===== src/rtl/cpu_control_unit.sv =====
// Multi-cycle control FSM: fetch over a req/valid handshake, decode a 16-bit
// instruction, and sequence the datapath through EXECUTE and WRITEBACK.
module cpu_control_unit #(
    parameter int PC_W   = 8,
    parameter int DATA_W = 16
) (
    input  logic              clock,
    input  logic              reset,
    input  logic [DATA_W-1:0] instr,
    input  logic              instr_valid,
    input  logic              zero_flag,
    input  logic              pos_flag,
    output logic              instr_req,
    output logic [PC_W-1:0]   pc,
    output logic              rf_write,
    output logic [2:0]        rs_addr,
    output logic [2:0]        rt_addr,
    output logic [2:0]        rd_addr,
    output logic [DATA_W-1:0] imm_data,
    output logic [3:0]        alu_sel,
    output logic              imm_sel,
    output logic              mem_write,
    output logic              mem_sel,
    output logic              halted,
    output logic              illegal
);

    typedef enum logic [2:0] {
        FETCH     = 3'd0,
        DECODE    = 3'd1,
        EXECUTE   = 3'd2,
        WRITEBACK = 3'd3,
        HALT      = 3'd4
    } state_t;

    localparam logic [4:0] OP_NOP  = 5'b00000, OP_ADD  = 5'b00001, OP_SUB = 5'b00010,
                           OP_AND  = 5'b00011, OP_OR   = 5'b00100, OP_XOR = 5'b00101,
                           OP_ADDI = 5'b10000, OP_MOVI = 5'b10110, OP_LD  = 5'b11000,
                           OP_ST   = 5'b11001, OP_BZ   = 5'b11100, OP_BP  = 5'b11101,
                           OP_JMP  = 5'b11110, OP_HALT = 5'b11111;
    localparam logic [3:0] ALU_ADD = 4'b0000, ALU_SUB = 4'b0001, ALU_AND = 4'b0010,
                           ALU_OR  = 4'b0011, ALU_XOR = 4'b0100, ALU_PASS_A = 4'b1010,
                           ALU_PASS_B = 4'b1011;

    state_t            state, next_state;
    logic [15:0]       ir, next_ir, dec_ir;
    logic              take, next_take;
    logic [PC_W-1:0]   next_pc, off_ext;

    logic [2:0]        d_rs, d_rt, d_rd;
    logic [DATA_W-1:0] d_imm;
    logic [3:0]        d_alu;
    logic              d_imm_sel, d_wr, d_ld, d_st, d_bz, d_bp, d_jmp, d_halt, d_illegal, d_noreg;

    logic              n_req, n_rf_write, n_imm_sel, n_mem_write, n_mem_sel, n_halted, n_illegal;
    logic [2:0]        n_rs, n_rt, n_rd;
    logic [DATA_W-1:0] n_imm;
    logic [3:0]        n_alu;

    // Decoding the incoming word while still in FETCH lets DECODE outputs be registered.
    assign dec_ir  = (state == FETCH) ? instr[15:0] : ir;
    assign off_ext = PC_W'($signed(ir[7:0]));

    // Instruction decoder: field extraction and per-opcode control attributes.
    always_comb begin
        d_rd      = dec_ir[10:8];
        d_rs      = dec_ir[7:5];
        d_rt      = dec_ir[4:2];
        d_imm     = '0;
        d_imm_sel = 1'b0;
        d_alu     = ALU_ADD;
        d_wr      = 1'b0;
        d_ld      = 1'b0;
        d_st      = 1'b0;
        d_bz      = 1'b0;
        d_bp      = 1'b0;
        d_jmp     = 1'b0;
        d_halt    = 1'b0;
        d_illegal = 1'b0;
        d_noreg   = 1'b0;
        case (dec_ir[15:11])
            OP_NOP:  d_noreg = 1'b1;
            OP_ADD:  d_wr = 1'b1;
            OP_SUB:  begin d_wr = 1'b1; d_alu = ALU_SUB; end
            OP_AND:  begin d_wr = 1'b1; d_alu = ALU_AND; end
            OP_OR:   begin d_wr = 1'b1; d_alu = ALU_OR;  end
            OP_XOR:  begin d_wr = 1'b1; d_alu = ALU_XOR; end
            OP_ADDI: begin
                d_wr = 1'b1; d_rs = dec_ir[10:8];
                d_imm = DATA_W'(dec_ir[7:0]); d_imm_sel = 1'b1;
            end
            OP_MOVI: begin
                d_wr = 1'b1; d_alu = ALU_PASS_B;
                d_imm = DATA_W'(dec_ir[7:0]); d_imm_sel = 1'b1;
            end
            OP_LD:   begin d_wr = 1'b1; d_ld = 1'b1; d_alu = ALU_PASS_A; d_imm = DATA_W'(dec_ir[7:0]); end
            OP_ST:   begin
                d_st = 1'b1; d_rt = dec_ir[10:8]; d_alu = ALU_PASS_A;
                d_imm = DATA_W'(dec_ir[7:0]);
            end
            OP_BZ:   begin d_bz = 1'b1; d_rs = dec_ir[10:8]; d_alu = ALU_PASS_A; end
            OP_BP:   begin d_bp = 1'b1; d_rs = dec_ir[10:8]; d_alu = ALU_PASS_A; end
            OP_JMP:  begin d_jmp = 1'b1; d_noreg = 1'b1; end
            OP_HALT: begin d_halt = 1'b1; d_noreg = 1'b1; end
            default: begin d_illegal = 1'b1; d_noreg = 1'b1; end
        endcase
        if (d_noreg) begin
            d_rd = 3'd0;
            d_rs = 3'd0;
            d_rt = 3'd0;
        end else begin
            d_rd = d_rd;
        end
    end

    // Next state, next pc and the registered-output values for the state being entered.
    always_comb begin
        next_state  = state;
        next_ir     = ir;
        next_take   = take;
        next_pc     = pc;
        n_req       = 1'b0;
        n_rf_write  = 1'b0;
        n_imm_sel   = 1'b0;
        n_mem_write = 1'b0;
        n_mem_sel   = 1'b0;
        n_halted    = 1'b0;
        n_illegal   = 1'b0;
        n_rs        = 3'd0;
        n_rt        = 3'd0;
        n_rd        = 3'd0;
        n_imm       = '0;
        n_alu       = 4'b0000;
        case (state)
            FETCH: begin
                if (instr_valid) begin
                    next_state = DECODE;
                    next_ir    = instr[15:0];
                end else begin
                    next_state = FETCH;
                end
            end
            DECODE:  next_state = EXECUTE;
            EXECUTE: begin
                next_state = WRITEBACK;
                next_take  = (d_bz & zero_flag) | (d_bp & pos_flag) | d_jmp;
            end
            WRITEBACK: begin
                if (d_halt) begin
                    next_state = HALT;
                end else begin
                    next_state = FETCH;
                    next_pc    = pc + PC_W'(1'b1) + (take ? off_ext : '0);
                end
            end
            HALT:    next_state = HALT;
            default: next_state = FETCH;
        endcase
        case (next_state)
            FETCH:  n_req = 1'b1;
            DECODE, EXECUTE, WRITEBACK: begin
                n_rs      = d_rs;
                n_rt      = d_rt;
                n_rd      = d_rd;
                n_imm     = d_imm;
                n_imm_sel = d_imm_sel;
                n_illegal = (next_state == DECODE) & d_illegal;
                n_alu     = (next_state == DECODE) ? 4'b0000 : d_alu;
                n_mem_write = (next_state == EXECUTE) & d_st;
                n_rf_write  = (next_state == WRITEBACK) & d_wr;
                n_mem_sel   = (next_state == WRITEBACK) & d_ld;
            end
            HALT:    n_halted = 1'b1;
            default: n_req = 1'b0;
        endcase
    end

    // State, IR, pc and all output registers.
    always_ff @(posedge clock or posedge reset) begin
        if (reset) begin
            state     <= FETCH;
            ir        <= 16'h0000;
            take      <= 1'b0;
            pc        <= '0;
            instr_req <= 1'b0;
            rf_write  <= 1'b0;
            rs_addr   <= 3'd0;
            rt_addr   <= 3'd0;
            rd_addr   <= 3'd0;
            imm_data  <= '0;
            alu_sel   <= 4'b0000;
            imm_sel   <= 1'b0;
            mem_write <= 1'b0;
            mem_sel   <= 1'b0;
            halted    <= 1'b0;
            illegal   <= 1'b0;
        end else begin
            state     <= next_state;
            ir        <= next_ir;
            take      <= next_take;
            pc        <= next_pc;
            instr_req <= n_req;
            rf_write  <= n_rf_write;
            rs_addr   <= n_rs;
            rt_addr   <= n_rt;
            rd_addr   <= n_rd;
            imm_data  <= n_imm;
            alu_sel   <= n_alu;
            imm_sel   <= n_imm_sel;
            mem_write <= n_mem_write;
            mem_sel   <= n_mem_sel;
            halted    <= n_halted;
            illegal   <= n_illegal;
        end
    end

endmodule


===== config.mk =====
export PLATFORM = sky130hd
export DESIGN_NAME = cpu_control_unit
export DESIGN_NICKNAME = d
export VERILOG_FILES = /design/src/rtl/cpu_control_unit.sv
export SDC_FILE = /design/constraint.sdc
export NUM_CORES = 1
export LEC_CHECK = 0
export ABC_AREA = 1
export CAP_MARGIN = 40
export CORE_AREA = 2 2 104 106
export DETAILED_ROUTE_END_ITERATION = 10
export DIE_AREA = 0 0 106 108
export PLACE_DENSITY = 0.5
export SETUP_SLACK_MARGIN = 0.5
export SYNTH_ARGS = -nofsm -noshare
export SYNTH_HDL_FRONTEND = slang
export SYNTH_SLANG_ARGS = --single-unit

===== constraint.sdc =====
create_clock -name clock -period 3.06 [get_ports clock]
set_clock_uncertainty 0.2 [all_clocks]
set_input_delay 0.459 -clock clock [delete_from_list [all_inputs] [get_ports clock]]
set_output_delay 0.459 -clock clock [all_outputs]
set_load 0.005 [all_outputs]

==> results of run 1 <==
-- power breakdown --
group	switching (mW)	total, mW	internal [mW]
registers	0.160	1.14	0.976
clock network	0.260	0.507	0.247
logic	1.28	2.03	0.755
total	1.70	3.68	1.98
-- worst max-delay path: cells and delay by family, from the launching register on --
kind | cells | cell delay, ns
flops | 1 | 0.46
simple gates | 9 | 1.46
buf+inv | 1 | 0.09
-- stage by stage --
stage / power [mW] / area [um^2] / util
final: 3.677 / 3935 / 0.3846
after global routing: 4.023 / 3935 / 0.3846
after CTS: 3.724 / 3935 / 0.3846
after detailed placement: 3.198 / 3820 / 0.3734
after global placement: 3.183 / 3820 / 0.3734
after floorplan: 2.607 / 3162 / -
-- cells by family (layout without fill, tap and decap cells) --
family | Yosys count | in the layout
AOI/OAI and AO/OA | 58 | 58
xor gates and xnor gates | 7 | 7
adders and majority gates | 8 | 8
buffers and inverters | 77 | 129
DFF | 56 | 56
other | 1 | 8
and+or+nand+nor | 173 | 173
-- registers in the layout, indices dropped and copies added (netlist names), 3 cells and up --
register,flops
ir,16
state,3
rs_addr,3
rt_addr,3
imm_data,8
rd_addr,3
alu_sel,4
pc,8
-- cell type report --
type | instances | share of cell area
Clock buffer | 5 | 0.01749
Timing Repair Buffer | 60 | 0.1501
Multi-Input combinational cell | 254 | 0.3631
Sequential cell | 56 | 0.3561
Tap cell | 136 | 0.04324
Inverter | 61 | 0.05819
Clock inverter | 3 | 0.01176
-- cells in the final DEF, fill, tap and decap left out, types with 4 or more instances in the layout --
cell,Yosys,routed
nand2_4,5,5
o21ai_1,7,7
clkbuf_8,0,5
nor2_2,14,14
nor2_1,22,22
xor2_1,4,4
clkdlybuf4s50_1,0,56
dfrtp_1,56,56
buf_4,9,4
inv_2,4,5
conb_1,1,8
nand3_2,5,5
ha_1,7,7
o21ai_0,28,28
a21oi_1,10,10
inv_1,56,55
nand2_1,82,82
nand2_2,12,12
nand3_1,22,22
-- final timing paths --
check / end / slack [ns] / start / cells after the start
min: imm_data[1]$_DFF_PP0_ / 0.21 / reset / 2
min reg2reg: ir[15]$_DFFE_PP0P_ / 0.33 / ir[15]$_DFFE_PP0P_ / 2
max in group asynchronous: alu_sel[2]$_DFF_PP0_ / 1.84 / reset / 3
max: pc[7]$_DFFE_PP0P_ / 0.75 / state[1]$_DFF_PP0_ / 10
max reg2reg: pc[7]$_DFFE_PP0P_ / 0.75 / state[1]$_DFF_PP0_ / 10
min in group clock: ir[15]$_DFFE_PP0P_ / 0.33 / ir[15]$_DFFE_PP0P_ / 2
-- metal layers --
layer	vias to the layer above	track usage	part of all wire	routed length, um
li1	1287	-	-	-
met1	1151	0.1766	0.47	3381
met2	56	0.2300	0.49	3537
met3	4	0.02230	0.037	270
met4	0	0.03195	0.0050	36
met5	-	0	0	0
==> summary.md, run 1 <==
| Metric | Value |
|---|---|
| Placement-stage worst setup slack | `0.6777 ns` |
| Top Ports | `65` |
| Crit end category | `flip-flop` |
| Worst hold margin | `0.2072 ns` |
| GPL Wtd Cong | `0.8837` |
| Mapped Area | `3136 um^2` |
| Power Density | `934.5 nW/um^2` |
| Clock Path Buffers | `2` |
| Area grow syn2layout | `25.50%` |
| Clock Latency Late Sink | `0.31 ns` |
| Adder-Cell Fraction of Synth Area | `0.03432` |
| Max Cap Violations | `0` |
| Grt ovf | `0` |
| ANT nets after route | `0` |
| CP max-delay cell | `dfrtp_1` |
| CP max FO | `36` |
| Flip-flop and latch area | `1401 um^2` |
| Synth Area in Compound Gates | `0.1121` |
| Post-synth top area share | `0.4469` |
| # diodes | `0` |
| Most frequent CP cell | `nand2_1` |
| Max IR drop VDD | `0.3346 mV` |
| Post-CTS setup buffer count | `0` |
| Clock slew at reported path FFs | `0.11 ns` |
| Residual DRC | `0` |
| Yosys warning total | `0` |
| Initial antenna violation count | `0` |
| Synth area leader | `dfrtp_1` |
| WP data required | `3.08 ns` |
| Worst Path Arrival | `2.32 ns` |
| Mux share of post-synthesis cell area | `0` |
| Post-CTS Resized | `0` |
| Worst-path cell chain | `nor2_8 -> nand2_8 -> nand2_1 -> nand2_2 -> nor2_1 -> nand2_1 -> nand2_2 -> inv_1 -> nand2_1 -> nand2_1` |
| Final setup vio count | `0` |
| Core ar. | `10,230 um^2` |
| Std cell rows | `37` |
| Final worst slack | `0.7524 ns` |
| Die Ht | `108 um` |
| Clock Sinks | `56` |
| DRT iter0 DRCs | `57` |
| Layout cells sized above 1 | `0.1435` |
| Layout Cells excl Fill | `575` |
| Total CTS buffers | `5` |
| Simple-gate share of the synthesized area | `0.2801` |
| Placed instance count | `567` |
| Final nets | `467` |
| Main combinational cell family by area after synthesis | `simple AND/OR/NAND/NOR gates` |
| Seq cells post-synth | `56` |
| Leak | `2.054 nW` |
| Area of the multi-input gates | `1429 um^2` |
| DR WL/cell | `12.57 um` |
| Initial core utilization | `0.3065` |
| Post-Synth XOR/XNOR Area | `0.01955` |
| CTS tree | `yes` |
| Top post-synthesis cells by count | `nand2_1, dfrtp_1, inv_1` |
| Period utilization | `0.7541` |
| DP HPWL | `5526 um` |
| Post-synth cell types | `37` |
| DIE AREA | `11,450 um^2` |
| HP Class | `input pin to async pin` |
| Top FF cell, synth | `dfrtp_1` |
| Total number of vias | `2,498` |
| Setup TNS | `0 ns` |
| WL final | `7226 um` |
| First-pass iteration count of the detailed router | `4` |
| Outcome | `finished, final reports clean` |
| Top cells by area, synth | `dfrtp_1, nand2_1, inv_1` |
| Cells after synthesis | `380` |
| Hold Vio Cnt, Final | `0` |
| Post-synth EDFFs | `0` |
| Largest stage delay on the critical path | `0.46 ns` |
| H-tree depth | `2` |
| Asr flop ratio synth | `1.000` |
| Root Driver | `clkbuf_8` |
| Largest net degree at the start of global routing | `37` |
| # port buffers | `56` |
| Count leader, synth | `nand2_1` |
| Fillers | `1,045` |
| Post-synthesis sequential area ratio | `0.4469` |
| Die X | `106 um` |
| Avg Cell Area, Syn | `8.251 um^2` |
| Vias in the first global route | `2,454` |
| Hold Buf Count CTS | `0` |
| Routed vias/inst | `4.344` |
| Final min period | `2.308 ns` |
| Global-route wire length before repair | `12,130 um` |
| Slew Limit Fails | `0` |
| Crit Path Class | `flip-flop to flip-flop` |
| Unrepaired setup endpoints after global routing | `false` |
| Achievable Freq | `433.3 MHz` |
| Gr usage total | `0.1336` |
| Crit start category | `flip-flop` |
Note: power is estimated with default switching activity, not from simulation.
==> run 2, diff against run 1 <==
Clock period 3.06 ns to 2.3 ns, I/O delays scaled along.
==> run 2 against run 1 <==
Total power up 56%. Sequential power up 32%. Core utilization rose by 4.9 points. Worst hold slack worse by 0.011 ns. Highest routed layer unchanged.
==> summary.md, run 2 (synthesis gave the netlist of run 1 again) <==
| Metric | Value |
|---|---|
| Outcome | `finished, final reports clean (unchanged)` |
| Max FFs per register | `16 (unchanged)` |
| Clock Sinks | `56 (unchanged)` |
| Placed instance count | `570 (was 567)` |
| Worst-path cell chain | `nor2_8 -> nand2_8 -> buf_4 -> nand2_4 -> nand2_4 -> nand3_1 -> nand2_1 -> nand2_2 -> nand3_2 -> o21bai_4 -> buf_12 -> nor2_2 (was nor2_8 -> nand2_8 -> nand2_1 -> nand2_2 -> nor2_1 -> nand2_1 -> nand2_2 -> inv_1 -> nand2_1 -> nand2_1)` |
| Crit start category | `flip-flop (unchanged)` |
| CP max FO | `9 (was 36)` |
| Comb power frac | `0.641 (was 0.553)` |
| Fillers | `1,044 (was 1,045)` |
| Top Ports | `65 (unchanged)` |
| Flop pwr share | `0.263 (was 0.309)` |
| Worst Max-Slew Pin Slew | `0.4963 ns` |
| Most frequent cells in the layout | `nand2_1, inv_1, clkdlybuf4s50_1 (was nand2_1, dfrtp_1, clkdlybuf4s50_1)` |
| Gr usage total | `0.1396 (was 0.1336)` |
| Total number of vias | `2,673 (was 2,498)` |
| DIE AREA | `11,450 um^2 (unchanged)` |
| DRT iter0 DRCs | `71 (was 57)` |
| Hold Vio Cnt, Final | `0 (unchanged)` |
| CP max-delay cell | `dfrtp_2 (was dfrtp_1)` |
| Largest net degree at the start of global routing | `38 (was 37)` |
| Initial antenna violation count | `0 (unchanged)` |
| Clock power share | `0.096 (was 0.138)` |
| Sw frac | `0.4575 (was 0.4619)` |
| Leak | `2.287 nW (was 2.054 nW)` |
| Placement-stage worst setup slack | `0.001262 ns (was 0.6777 ns)` |
| Clock Path Buffers | `2 (unchanged)` |
| Period utilization | `0.9042 (was 0.7541)` |
| Most frequent CP cell | `nand2_4 (was nand2_1)` |
| Area after DPL | `3891 um^2 (was 3820 um^2)` |
| Setup TNS | `0 ns (unchanged)` |
| Initial core utilization | `0.3065 (unchanged)` |
| Grt ovf | `0 (unchanged)` |
| Worst Path Arrival | `2.08 ns (was 2.32 ns)` |
| Die X | `106 um (unchanged)` |
| Power Density | `1295 nW/um^2 (was 934.5 nW/um^2)` |
| Area grow syn2layout | `41.58% (was 25.50%)` |
| Worst hold margin | `0.1964 ns (was 0.2072 ns)` |
| Total CTS buffers | `5 (unchanged)` |
| ANT nets after route | `0 (unchanged)` |
| DP HPWL | `5477 um (was 5526 um)` |
| Biggest regs | `ir (16), imm_data (8), pc (8) (unchanged)` |
| Layout Cells excl Fill | `600 (was 575)` |
| H-tree depth | `2 (unchanged)` |
| Std cell rows | `37 (unchanged)` |
| Reg-to-reg startpoint | `state[1]$_DFF_PP0_ (unchanged)` |
| Layout cells sized above 1 | `0.2716 (was 0.1435)` |
| Max IR drop VDD | `0.6479 mV (was 0.3346 mV)` |
| Root Driver | `clkbuf_8 (unchanged)` |
| WL final | `7665 um (was 7226 um)` |
| FF-to-FF setup slack | `0.22 ns (was 0.75 ns)` |
| HP Class | `input pin to async pin (unchanged)` |
| WP data required | `2.30 ns (was 3.08 ns)` |
| Global-route wire length before repair | `12,800 um (was 12,130 um)` |
| Slew Limit Fails | `0 (unchanged)` |
| # port buffers | `56 (unchanged)` |
| Critical Path Source | `state[1]$_DFF_PP0_ (unchanged)` |
| GPL Wtd Cong | `0.8410 (was 0.8837)` |
| Crit Path Class | `flip-flop to flip-flop (unchanged)` |
| Final min period | `2.080 ns (was 2.308 ns)` |
| Relative slew margins | `0.6666` |
| Final setup vio count | `0 (unchanged)` |
| First-pass iteration count of the detailed router | `4 (unchanged)` |
| Vias in the first global route | `2,649 (was 2,454)` |
| Core ar. | `10,230 um^2 (unchanged)` |
| Clock Latency Late Sink | `0.31 ns (about the same)` |
| Max Cap Violations | `0 (unchanged)` |
| Clock slew at reported path FFs | `0.10 ns (was 0.11 ns)` |
| P_sw | `2.631 mW (was 1.698 mW)` |
| Most flop-heavy register | `ir (unchanged)` |
| Crit end category | `flip-flop (unchanged)` |
| Residual DRC | `0 (unchanged)` |
| Largest stage delay on the critical path | `0.46 ns (about the same)` |
| Final nets | `492 (was 467)` |
| WP buf/inv | `2 (was 1)` |
| Unrepaired setup endpoints after global routing | `true (was false)` |
| Pwr Total | `5.751 mW (was 3.677 mW)` |
| CP top delay family | `simple AND/OR/NAND/NOR gates (unchanged)` |
| Finished Cell Area | `4439 um^2 (was 3935 um^2)` |
| Achievable Freq | `480.8 MHz (was 433.3 MHz)` |
| Fin util | `0.4339 (was 0.3846)` |
| CTS tree | `yes (unchanged)` |
| Leading cell type in the layout, fill and taps excluded | `nand2_1 (unchanged)` |
| Routed vias/inst | `4.455 (was 4.344)` |
| Cell internal pwr | `3.120 mW (was 1.979 mW)` |
| DR WL/cell | `12.78 um (was 12.57 um)` |
| Final worst slack | `0.2203 ns (was 0.7524 ns)` |
| # diodes | `0 (unchanged)` |
| Die Ht | `108 um (unchanged)` |
run 2: changes by cell type in the layout (fill, tap and decap cells not counted), sizes merged:
cell / previous run / this run
dlymetal6s2s: 0 / 2
buf: 4 / 27
bufinv: 1 / 0
clkbuf: 5 / 7
inv: 61 / 60
clkdlybuf4s50: 56 / 53
nand2: 100 / 101
clkinvlp: 1 / 2
dlygate4sd2: 0 / 1
run 2: worst paths after layout:
kind | end | cells past startpoint
worst max-delay path | rd_addr[1]$_DFF_PP0_ | 12
worst min-delay path | ir[12]$_DFFE_PP0P_ | 2
worst max register to register | rd_addr[1]$_DFF_PP0_ | 12
worst min register to register | ir[12]$_DFFE_PP0P_ | 2
max in group asynchronous | state[1]$_DFF_PP0_ | 3
min in group clock | ir[12]$_DFFE_PP0P_ | 2
run 2: cell type report:
class	instances	area [um^2]	area share
clock inverter	2	16.27	0.003664
clock buffer	6	72.57	0.01635
inverter	61	235.2	0.05299
timing repair buffer	84	865.8	0.1950
multi-input combinational	255	1673	0.3768
sequential	56	1406	0.3168
tap	136	170.2	0.03833
run 2: repair_timing:
| item | in CTS | in global routing |
|---|---|---|
| buffers inserted | 14 | 6 |
| resized for setup | 16 | 50 |
| gates cloned | 1 | 1 |
| endpoints found under the setup margin | 40 | 41 |
| pin swaps | 5 | 18 |
| hold buffers | 0 | 0 |
run 2: power by group through the flow:
stage / combinational, mW / clock (mW) / sequential [mW]
2_1_floorplan: 2.00 / 0 / 1.51
6_report: 3.68 / 0.553 / 1.51
4_1_cts: 3.27 / 0.580 / 1.52
5_1_grt: 4.09 / 0.623 / 1.55
3_5_place_dp: 2.78 / 0 / 1.54
3_3_place_gp: 2.76 / 0 / 1.54
run 2: per-layer routing:
metal	track usage	share of wire	vias to the layer above
met5	0	0	-
met4	0.02820	0.014	0
met3	0.02351	0.045	9
met2	0.2410	0.49	70
met1	0.1859	0.45	1249
li1	-	-	1345
==> run 3, diff against run 2 <==
Settings changed: CTS_CLUSTER_DIAMETER set to 120, PLACE_DENSITY 0.5 to 0.52.
Clock period 2.3 ns to 1.7 ns, I/O delays scaled along.
==> run 3 against run 2 <==
The flow now finishes with violations (setup timing). Clock power up 44%. Core utilization rose by 4.2 points. Via count rose by 6.7%. Worst setup slack got worse by 0.54 ns. Non-clock buffer count increased by 50. Maximum frequency up 2.9%. Final area is 9.7% higher. Worst hold slack got worse by 0.16 ns. Critical path type unchanged. Largest cell class unchanged.
==> summary.md, run 3 (synthesis gave the netlist of run 1 again) <==
| Metric | Value |
|---|---|
| Global-route wire length before repair | `13,680 um (was 12,800 um)` |
| CP max FO | `9 (unchanged)` |
| Std cell rows | `37 (unchanged)` |
| Comb power frac | `0.682 (was 0.641)` |
| Hold Vio Cnt, Final | `0 (unchanged)` |
| Area after DPL | `4339 um^2 (was 3891 um^2)` |
| Total CTS buffers | `5 (unchanged)` |
| Unrepaired setup endpoints after global routing | `true (unchanged)` |
| CTS tree | `yes (unchanged)` |
| Total number of vias | `2,851 (was 2,673)` |
| Clock Path Buffers | `2 (unchanged)` |
| WP buf/inv | `1 (was 2)` |
| Leak | `2.589 nW (was 2.287 nW)` |
| DP HPWL | `5876 um (was 5477 um)` |
| Clock slew at reported path FFs | `0.11 ns (was 0.10 ns)` |
| Achievable Freq | `494.6 MHz (was 480.8 MHz)` |
| Max Cap Violations | `0 (unchanged)` |
| Cell internal pwr | `4.886 mW (was 3.120 mW)` |
| CP top delay family | `simple AND/OR/NAND/NOR gates (unchanged)` |
| Grt ovf | `0 (unchanged)` |
| Worst R2R Path Depth | `9 (was 12)` |
| WL final | `8505 um (was 7665 um)` |
| Routed vias/inst | `4.386 (was 4.455)` |
| Placed instance count | `623 (was 570)` |
| Final min period | `2.022 ns (was 2.080 ns)` |
| Biggest regs | `ir (16), imm_data (8), pc (8) (unchanged)` |
| Max IR drop VDD | `0.8613 mV (was 0.6479 mV)` |
| Flip-flop and latch area | `1405 um^2 (was 1406 um^2)` |
| Crit Path Class | `flip-flop to flip-flop (unchanged)` |
| ANT nets after route | `0 (unchanged)` |
| Residual DRC | `0 (unchanged)` |
| Final setup vio count | `44 (was 0)` |
| Failing checks | `setup timing` |
| Vias in the first global route | `2,937 (was 2,649)` |
| Fillers | `995 (was 1,044)` |
| WP data required | `1.72 ns (was 2.30 ns)` |
| Fin util | `0.4761 (was 0.4339)` |
| Clock Sinks | `56 (unchanged)` |
| Initial antenna violation count | `0 (unchanged)` |
| Finished Cell Area | `4871 um^2 (was 4439 um^2)` |
| Most flop-heavy register | `ir (unchanged)` |
| Area grow syn2layout | `55.35% (was 41.58%)` |
| Initial core utilization | `0.3065 (unchanged)` |
| Largest net degree at the start of global routing | `33 (was 38)` |
| Clock power share | `0.090 (was 0.096)` |
| Area of the multi-input gates | `1804 um^2 (was 1673 um^2)` |
| GPL Wtd Cong | `0.8793 (was 0.8410)` |
| FF-to-FF End | `rt_addr[2]$_DFF_PP0_ (was rd_addr[1]$_DFF_PP0_)` |
| HP Class | `input pin to async pin (unchanged)` |
| Die Ht | `108 um (unchanged)` |
| Top Ports | `65 (unchanged)` |
| Worst Path Arrival | `2.05 ns (was 2.08 ns)` |
| Setup TNS | `-9.282 ns (was 0 ns)` |
| Final worst slack | `-0.3218 ns (was 0.2203 ns)` |
| Final nets | `542 (was 492)` |
| Leading cell type in the layout, fill and taps excluded | `nand2_1 (unchanged)` |
| First-pass iteration count of the detailed router | `5 (was 4)` |
| Core ar. | `10,230 um^2 (unchanged)` |
| Die X | `106 um (unchanged)` |
| DR WL/cell | `13.08 um (was 12.78 um)` |
| Root Driver | `clkbuf_8 (unchanged)` |
| Reg-to-reg startpoint | `state[0]$_DFF_PP0_ (was state[1]$_DFF_PP0_)` |
| Gr usage total | `0.1495 (was 0.1396)` |
| Flop pwr share | `0.228 (was 0.263)` |
| H-tree depth | `2 (unchanged)` |
| Sw frac | `0.4497 (was 0.4575)` |
| P_sw | `3.993 mW (was 2.631 mW)` |
| Largest stage delay on the critical path | `0.46 ns (about the same)` |
| CP max-delay cell | `dfrtp_2 (unchanged)` |
| Clock Latency Late Sink | `0.32 ns (was 0.31 ns)` |
| Worst hold margin | `0.03154 ns (was 0.1964 ns)` |
| FF-to-FF setup slack | `-0.32 ns (was 0.22 ns)` |
| Hold Buf Count CTS | `0 (unchanged)` |
| # port buffers | `56 (unchanged)` |
| Crit end category | `flip-flop (unchanged)` |
| Slew Limit Fails | `0 (unchanged)` |
| Period utilization | `1.189 (was 0.9042)` |
| Placement-stage worst setup slack | `-0.3604 ns (was 0.001262 ns)` |
| # diodes | `0 (unchanged)` |
| DRT iter0 DRCs | `46 (was 71)` |
| Most frequent cells in the layout | `nand2_1, buf_4, dfrtp_1 (was nand2_1, inv_1, clkdlybuf4s50_1)` |
| Layout Cells excl Fill | `650 (was 600)` |
| Layout cells sized above 1 | `0.4630 (was 0.2716)` |
| Outcome | `complete, but fails checks (was finished, final reports clean)` |
| Worst-path cell chain | `nor2_8 -> nand2_4 -> o21ai_4 -> nor2_4 -> nand2_2 -> nand3_2 -> o21bai_4 -> buf_12 -> nor2_2 (was nor2_8 -> nand2_8 -> buf_4 -> nand2_4 -> nand2_4 -> nand3_1 -> nand2_1 -> nand2_2 -> nand3_2 -> o21bai_4 -> buf_12 -> nor2_2)` |
| Max FFs per register | `16 (unchanged)` |
| Pwr Total | `8.878 mW (was 5.751 mW)` |
| Crit start category | `flip-flop (unchanged)` |
| Power Density | `1823 nW/um^2 (was 1295 nW/um^2)` |
| DIE AREA | `11,450 um^2 (unchanged)` |
==> run 3: timing repair <==
action | 4_1_cts | 5_1_grt
gates resized for setup | 227 | 51
setup buffers | 8 | 7
setup endpoints to repair | 92 | 92
gates cloned | 2 | 2
pin swaps | 11 | 7
==> run 3: how the worst max path moves through the flow <==
stage,startpoint,end,depth (start not counted)
after floorplan,state[1]$_DFF_PP0_,rd_addr[1]$_DFF_PP0_,9
after global placement,instr[12],rt_addr[1]$_DFF_PP0_,11
after detailed placement,instr[11],imm_data[5]$_DFF_PP0_,12
after CTS,state[0]$_DFF_PP0_,rt_addr[1]$_DFF_PP0_,11
after global routing,state[0]$_DFF_PP0_,imm_data[7]$_DFF_PP0_,10
final,state[0]$_DFF_PP0_,rt_addr[2]$_DFF_PP0_,9
==> run 3: layout make-up <==
type | instances | area share
Clock buffer | 5 | 0.01413
Timing Repair Buffer | 134 | 0.2376
Inverter | 61 | 0.04932
Sequential cell | 56 | 0.2885
Multi-Input combinational cell | 255 | 0.3704
Tap cell | 136 | 0.03493
Clock inverter | 3 | 0.005137
==> run 3: metal layers <==
layer  share of wire  wire (um)  vias up  GRT usage
li1                -          -     1438          -
met1            0.43       3643     1340     0.1884
met2            0.52       4416       63     0.2664
met3           0.039        334       10    0.02411
met4           0.013        112        0    0.04135
met5               0          0        -          0
==> run 3: power groups by stage <==
stage	clock, mW	sequential, mW	combinational, mW
floorplan	0	2.04	2.73
global placement	0	2.05	4.76
detailed placement	0	2.05	4.81
CTS	0.822	2.02	5.37
global route	0.882	2.09	6.61
finish	0.797	2.03	6.05
